**src/rtl/sc_pkg.sv**
```systemverilog
// Shared constants and the elaboration-time direction-vector generator
// for the stochastic-number sources.
package sc_pkg;

    localparam int BW_MIN     = 2;
    localparam int BW_MAX     = 10;
    localparam int DIM_VDC    = 0;
    localparam int DIM_SOBOL1 = 1;

    // Direction vector k for a given dimension, MSB-aligned in a bw-bit word.
    function automatic logic [BW_MAX-1:0] dirvec(input int dim, input int bw, input int k);
        logic [BW_MAX-1:0] v;
        v = BW_MAX'(1) << (bw - 1);
        if (dim == DIM_VDC) begin
            v = BW_MAX'(1) << (bw - 1 - k);
        end else begin
            // Primitive polynomial x+1: each vector folds in a half-shifted copy of the previous one.
            for (int j = 1; j < BW_MAX; j++) begin
                if (j <= k) v = v ^ (v >> 1);
            end
        end
        return v;
    endfunction

endpackage

```
**src/rtl/lsz.sv**
```systemverilog
// Least-significant-zero detector: returns the position of the lowest 0 bit
// of iGrey as an index and as a one-hot mask.
module lsz #(
    parameter int BITWIDTH    = 4,
    parameter int LOGBITWIDTH = $clog2(BITWIDTH)
) (
    input  logic [BITWIDTH-1:0]    iGrey,
    output logic [BITWIDTH-1:0]    oOneHot,
    output logic [LOGBITWIDTH-1:0] lszIdx
);

    assign oOneHot = ~iGrey & (iGrey + BITWIDTH'(1));

    // Scan from the top so the lowest zero wins; all-ones leaves the index at 0.
    always_comb begin
        lszIdx = '0;
        for (int i = BITWIDTH - 1; i >= 0; i--) begin
            if (!iGrey[i]) lszIdx = LOGBITWIDTH'(i);
        end
    end

endmodule

```
**src/rtl/sobol_rng.sv**
```systemverilog
// Sobol sequence generator (Gray-code Antonov-Saleev form): a counter drives a
// least-significant-zero detector whose index selects the vector XORed into the output.
module sobol_rng
    import sc_pkg::*;
#(
    parameter int BITWIDTH    = 4,
    parameter int LOGBITWIDTH = $clog2(BITWIDTH),
    parameter int DIM         = DIM_VDC
) (
    input  logic                iClk,
    input  logic                iRstN,
    input  logic                iEn,
    input  logic                iClr,
    output logic [BITWIDTH-1:0] oSobolNum,
    output logic [BITWIDTH-1:0] oIdx,
    output logic                oLast,
    output logic                oWrap
);

    localparam int NVEC = 2 ** LOGBITWIDTH;

    logic [BITWIDTH-1:0]    cnt;
    logic [BITWIDTH-1:0]    sobol;
    logic                   wrap;
    logic [LOGBITWIDTH-1:0] lsz_idx;
    logic [BITWIDTH-1:0]    vtab [NVEC];

    // Table padded to a power of two so every detector index selects a defined entry.
    for (genvar k = 0; k < NVEC; k++) begin : g_vtab
        if (k < BITWIDTH) begin : g_vec
            assign vtab[k] = BITWIDTH'(dirvec(DIM, BITWIDTH, k));
        end else begin : g_pad
            assign vtab[k] = '0;
        end
    end

    lsz #(
        .BITWIDTH    (BITWIDTH),
        .LOGBITWIDTH (LOGBITWIDTH)
    ) u_lsz (
        .iGrey   (cnt),
        .oOneHot (),
        .lszIdx  (lsz_idx)
    );

    always_ff @(posedge iClk or negedge iRstN) begin
        if (!iRstN) begin
            cnt   <= '0;
            sobol <= '0;
            wrap  <= 1'b0;
        end else if (iClr) begin
            cnt   <= '0;
            sobol <= '0;
            wrap  <= 1'b0;
        end else if (iEn) begin
            if (&cnt) begin
                // End of period: the detector has no zero to report, so restart cleanly.
                cnt   <= '0;
                sobol <= '0;
                wrap  <= 1'b1;
            end else begin
                cnt   <= cnt + BITWIDTH'(1);
                sobol <= sobol ^ vtab[lsz_idx];
                wrap  <= 1'b0;
            end
        end else begin
            wrap <= 1'b0;
        end
    end

    assign oSobolNum = sobol;
    assign oIdx      = cnt;
    assign oLast     = &cnt;
    assign oWrap     = wrap;

endmodule

```
**config.mk**
```make
export PLATFORM = sky130hd
export DESIGN_NAME = sobol_rng
export DESIGN_NICKNAME = d
export VERILOG_FILES = /design/src/rtl/sc_pkg.sv /design/src/rtl/lsz.sv /design/src/rtl/sobol_rng.sv
export SDC_FILE = /design/constraint.sdc
export NUM_CORES = 1
export LEC_CHECK = 0
export ABC_AREA = 1
export CAP_MARGIN = 20
export CORE_AREA = 2 2 39 41
export CTS_CLUSTER_DIAMETER = 80
export CTS_CLUSTER_SIZE = 40
export DETAILED_ROUTE_END_ITERATION = 8
export DIE_AREA = 0 0 41 43
export PLACE_DENSITY = 0.65
export SLEW_MARGIN = 0
export SYNTH_ARGS = -nofsm -noshare
export SYNTH_HDL_FRONTEND = slang
export SYNTH_SLANG_ARGS = --single-unit
```
**constraint.sdc**
```tcl
create_clock -name iClk -period 1.1 [get_ports iClk]
set_input_delay 0.22 -clock iClk [delete_from_list [all_inputs] [get_ports iClk]]
set_output_delay 0.22 -clock iClk [all_outputs]
set_load 0.01 [all_outputs]
```
### Word-level counts from Yosys, hierarchy flattened

Index checks and enable logic that the tools add are counted.

* output and inout bits: 10
* logic and storage cells: 25
* bits of input ports: 4
* bits in registers: 9

* order comparisons: 1
* reduce and logical (&&, ||, !) cells: 2
* muxes and demuxes: 16
* bitwise operators: 2
* add/sub/neg operators: 1

Operator list (count)
* 4-bit 2-to-1 mux: 8
* 4-bit binary-select mux with 2-bit select: 1
* 2-bit 2-to-1 mux: 4
* 4-bit by 1-bit adder with 4-bit output (second input constant): 1
* 4-bit AND reduction: 1
* 4-bit XOR: 1
* 3-bit greater-or-equal comparator (second input constant): 1
* 1-bit 2-to-1 mux: 3
* 2-bit inverter with 3-bit output: 1
* 2-bit nonzero test: 1

### Depth between registers and ports, before layout

* depth in word-level cells: 12
* depth in mapped cells: 8

### Modules after synthesis

From an unflattened synthesis, not the netlist that was laid out.

* cells, all modules: 71
* area, all modules: 556.8 µm²

By module, submodules not included
* sobol_rng: cells each 59, times used 1, area each 504.2 µm²
* lsz: cells each 12, times used 1, area each 52.6 µm²

### Worst setup path before layout

OpenSTA, ideal clock, no wires.

* path kind: register -> register
* start point: register cnt[0] (netlist: oIdx[0])
* end point: register cnt[3] (netlist: oIdx[3])
* path slack: 0.009 ns
* data required time: 1.014 ns
* stages on the path, launching flop included: 5
* arrival: 1.005 ns
* buffers on the path: 0
* clock period less this slack: 1.091 ns
* path through: dfrtp_1 > ha_1 > nand2_1 > o21ai_2 > nor3_1

* longest elaborated chain between the ends: 4

Ends and longest elaborated chain
* from (decl): line sobol_rng.sv:22 `logic [BITWIDTH-1:0] cnt;`
* from (signal assigned): line sobol_rng.sv:62 `cnt <= cnt + BITWIDTH'(1);`
* 4-bit by 1-bit adder with 4-bit output / 4-bit AND reduction (equally long branches)
* 4-bit 2-to-1 mux *: line sobol_rng.sv:56 `if (&cnt) begin`
* 4-bit 2-to-1 mux *: line sobol_rng.sv:55 `end else if (iEn) begin`
* 4-bit 2-to-1 mux *: line sobol_rng.sv:51 `end else if (iClr) begin`

Mark *: on every way between the ends. The rest lies on a longest branch, timed or not. The select of a mux whose other input is x is not followed.
A chain may end at the register's enable or synchronous reset.

### Worst setup path in the final report

* start point: register cnt[0] (netlist: oIdx[0])
* end point: output port oLast

* longest elaborated chain between the ends: 1

Ends and longest elaborated chain
* 4-bit AND reduction: line sobol_rng.sv:73 `assign oLast = &cnt;`
* to (decl): line sobol_rng.sv:16 `output logic oLast,`

No other way between the ends.

==> impl_metrics.tcl <==
set metrics [dict create \
    yosysTopAreaCell "dfrtp_1" \
    cts_buffer_depth 2 \
    crit_type "reg2out" \
    core_area_mm2 0.001384 \
    violations "setup timing" \
    synth_fp_nets 71 \
    num-fill-cells 93 \
    syn_area_um2 498.0 \
    seq_area_um2 225.2 \
    die_height_um 43 \
    peakVddDrop_mv 0.6185 \
    synth.most_common_cell "nand2_1" \
    startpoint "oIdx[0]$_DFFE_PN0P_" \
    htreeDepth 1 \
    area_growth_pct 105.3 \
    drive_above_1_share_pct 57.94 \
    grt_max_degree 10 \
    fin_nets 114 \
    drtIter0Drc 7 \
    rows 14 \
    p_int_mw 0.6006 \
    first_pass_iters 4 \
    p_switching_mw 0.2563 \
    clock_sinks 9 \
    synth_ff_type "dfrtp_1" \
    grt_pass1_wl_um 2180 \
    cp.arrival_ns 1.09 \
    insertion_delay_ns 0.27 \
    tns_ns -1.643 \
    p_leak_nw 0.5102 \
    start_kind "register" \
    vias 567 \
    power.switching_fraction_pct 29.91 \
    power_mw 0.8569 \
    seq_area_frac_synth_pct 45.23 \
    maxSlewViolCount 0 \
    r2r_end "oIdx[2]$_DFFE_PN0P_" \
    yosysWarningCount 0 \
    finalWorstSetupSlack_ns -0.2069 \
    dp_hpwl_um 870.1 \
    timing.slew.headroom_pct 83.63 \
    tritoncts "done" \
    p_clk_share_pct 31.6 \
    path_max_fanout 2 \
    r2r_slack_ns -0.20 \
    fp.dieW_um 41 \
    p_per_area_mw_per_mm2 838.2 \
    crit_required_ns 0.88 \
    grt.total_usage_pct 18.84 \
    multi_input_area_um2 360.3 \
    synth.area.top_cells "dfrtp_1 45%, nand2_1 12%, inv_1 7.5%, nor2_1 5.3%, ha_1 5.0%" \
    holdCritPathClass "in2async" \
    numCtsBuffers 3 \
    vias_per_cell 4.610 \
    postSynth.asyncResetShare_pct 100.0 \
    start_util_pct 35.99 \
    synth_top_cells_by_count "16 x nand2_1, 10 x inv_1, 9 x dfrtp_1" \
    ios 14 \
    fmax_ghz 0.7652 \
    synth_seq_cells 9 \
    diodes 0 \
    postSynthCellCount 65 \
    max_cap_viol_count 0 \
    grt_overflow 0 \
    finalSetupViolations 14 \
    cts-root-buf "clkbuf_4" \
    crit_end "oLast" \
    outcome "complete, but fails checks" \
    place.gp.congestion 0.7748 \
    drc 0 \
    min_period_ns 1.307 \
    final.period_utilization_pct 118.8 \
    wl_per_cell_um 12.60 \
    reg2reg_from "oIdx[0]$_DFFE_PN0P_" \
    yosys.area.top_type_share_pct 45.23 \
    grt_pass1_vias 511 \
    grt_antenna_before_repair 0 \
    syn_avg_cell_area_um2 7.661 \
    worst_slew_pin_slew_ns 0.2456 \
    final_hold_viol_count 0 \
    rsz0062_at_grt "true" \
    fin_util_pct 73.87 \
    die_area_mm2 0.001763 \
    power.share.sequential_pct 41.9 \
    drt_wl_total_um 1550 \
    hold_buffers 0 \
    clk_pin_slew_ns 0.07 \
    p_comb_share_pct 26.5 \
    ant_nets 0 \
    synth_edf_count 0 \
    skew_ns 0.001547 \
    numPortBuffers 13 \
    r2r_cells 7 \
    synth_cell_types 17 \
    cp-end-kind "output port" \
]
## power by group through the flow
stage          clock [mW]  combinational (mW)  sequential (mW)
4_1_cts             0.266               0.174            0.356
5_1_grt             0.290               0.247            0.360
3_5_place_dp            0               0.170            0.362
3_3_place_gp            0               0.168            0.360
2_1_floorplan           0              0.0580            0.376
6_report            0.271               0.227            0.359
## sequential cells by signal, summed over array words and instances, names as in the netlist
| register | count |
|---|---|
| oWrap | 1 |
| oSobolNum | 4 |
| oIdx | 4 |
## through the flow
stage | setup WS (ns) | hold slack, ns | instances | area (µm²)
finish | -0.2069 | 0.2328 | 123 | 1022
global route | -0.2603 | 0.2646 | 123 | 1022
CTS | -0.2008 | 0.2490 | 117 | 875.8
detailed placement | -0.3150 | 0.5264 | 109 | 760.7
global placement | -0.2921 | 0.5258 | 109 | 760.7
floorplan | 0.008763 | -0.07559 | 65 | 498.0
## layout by cell type, fill, tap and decap left out, types with 2 or more instances in the layout
| master | Yosys | layout |
|---|---|---|
| nand2_4 | 0 | 5 |
| nand2_2 | 1 | 2 |
| clkdlybuf4s50_1 | 0 | 2 |
| buf_2 | 0 | 2 |
| nand3_1 | 5 | 3 |
| inv_2 | 2 | 3 |
| nor2_4 | 0 | 3 |
| nor2_1 | 7 | 6 |
| inv_1 | 10 | 8 |
| buf_6 | 0 | 15 |
| dfrtp_1 | 9 | 9 |
| xor2_1 | 2 | 2 |
| nand2_1 | 16 | 10 |
| buf_4 | 0 | 15 |
| clkbuf_4 | 0 | 3 |
| nor3_2 | 0 | 2 |
| clkbuf_2 | 0 | 2 |
## what timing repair did
action | 4_1_cts | 5_1_grt
pin swaps | 12 | 11
setup endpoints to repair | 18 | 18
gates resized for setup | 54 | 32
setup buffers | 4 | 8
## layout make-up
type | count | area share [%]
flip-flops and latches | 9 | 22.03
inverters | 12 | 4.896
clock buffers | 4 | 2.570
well taps | 16 | 1.958
multi-input cells | 44 | 35.25
repair buffers | 38 | 33.29
## worst min-delay path by stage
stage                     start                        to  depth (start not counted)
final                     iRstN  oSobolNum[3]$_DFFE_PN0P_                          2
after global routing      iRstN  oSobolNum[3]$_DFFE_PN0P_                          2
after CTS                 iRstN       oIdx[1]$_DFFE_PN0P_                          2
after detailed placement  iRstN  oSobolNum[3]$_DFFE_PN0P_                          2
after global placement    iRstN  oSobolNum[3]$_DFFE_PN0P_                          2
after floorplan           iRstN       oIdx[0]$_DFFE_PN0P_                          0
## per-layer routing
metal  routed length, µm  GRT usage (%)  vias to the layer above
met2                 896          30.00                       11
met1                 590          22.85                      269
li1                    -              -                      285
met4                  12          6.000                        0
met5                   0              0                        -
met3                  50          6.283                        2
## kinds of logic (layout without fill, tap and decap cells)
group                    after synthesis  count (layout)  synth area share [%]
AND/OR/NAND/NOR                       33              33                 28.14
flip-flops                             9               9                 45.23
buffers and inverters                 12              54                 9.047
adder cells (fa/ha/maj)                2               2                 5.024
XOR/XNOR                               2               2                 3.518
AO/OA/AOI/OAI                          7               7                 9.047
## critical path: stages, from the launching register on
cell and delay (ns):
dfrtp_1 0.42, ha_4 0.19, nand3_4 0.06, inv_2 0.04
buf_6 0.11
No activity file was read; power rests on OpenSTA's default activity.
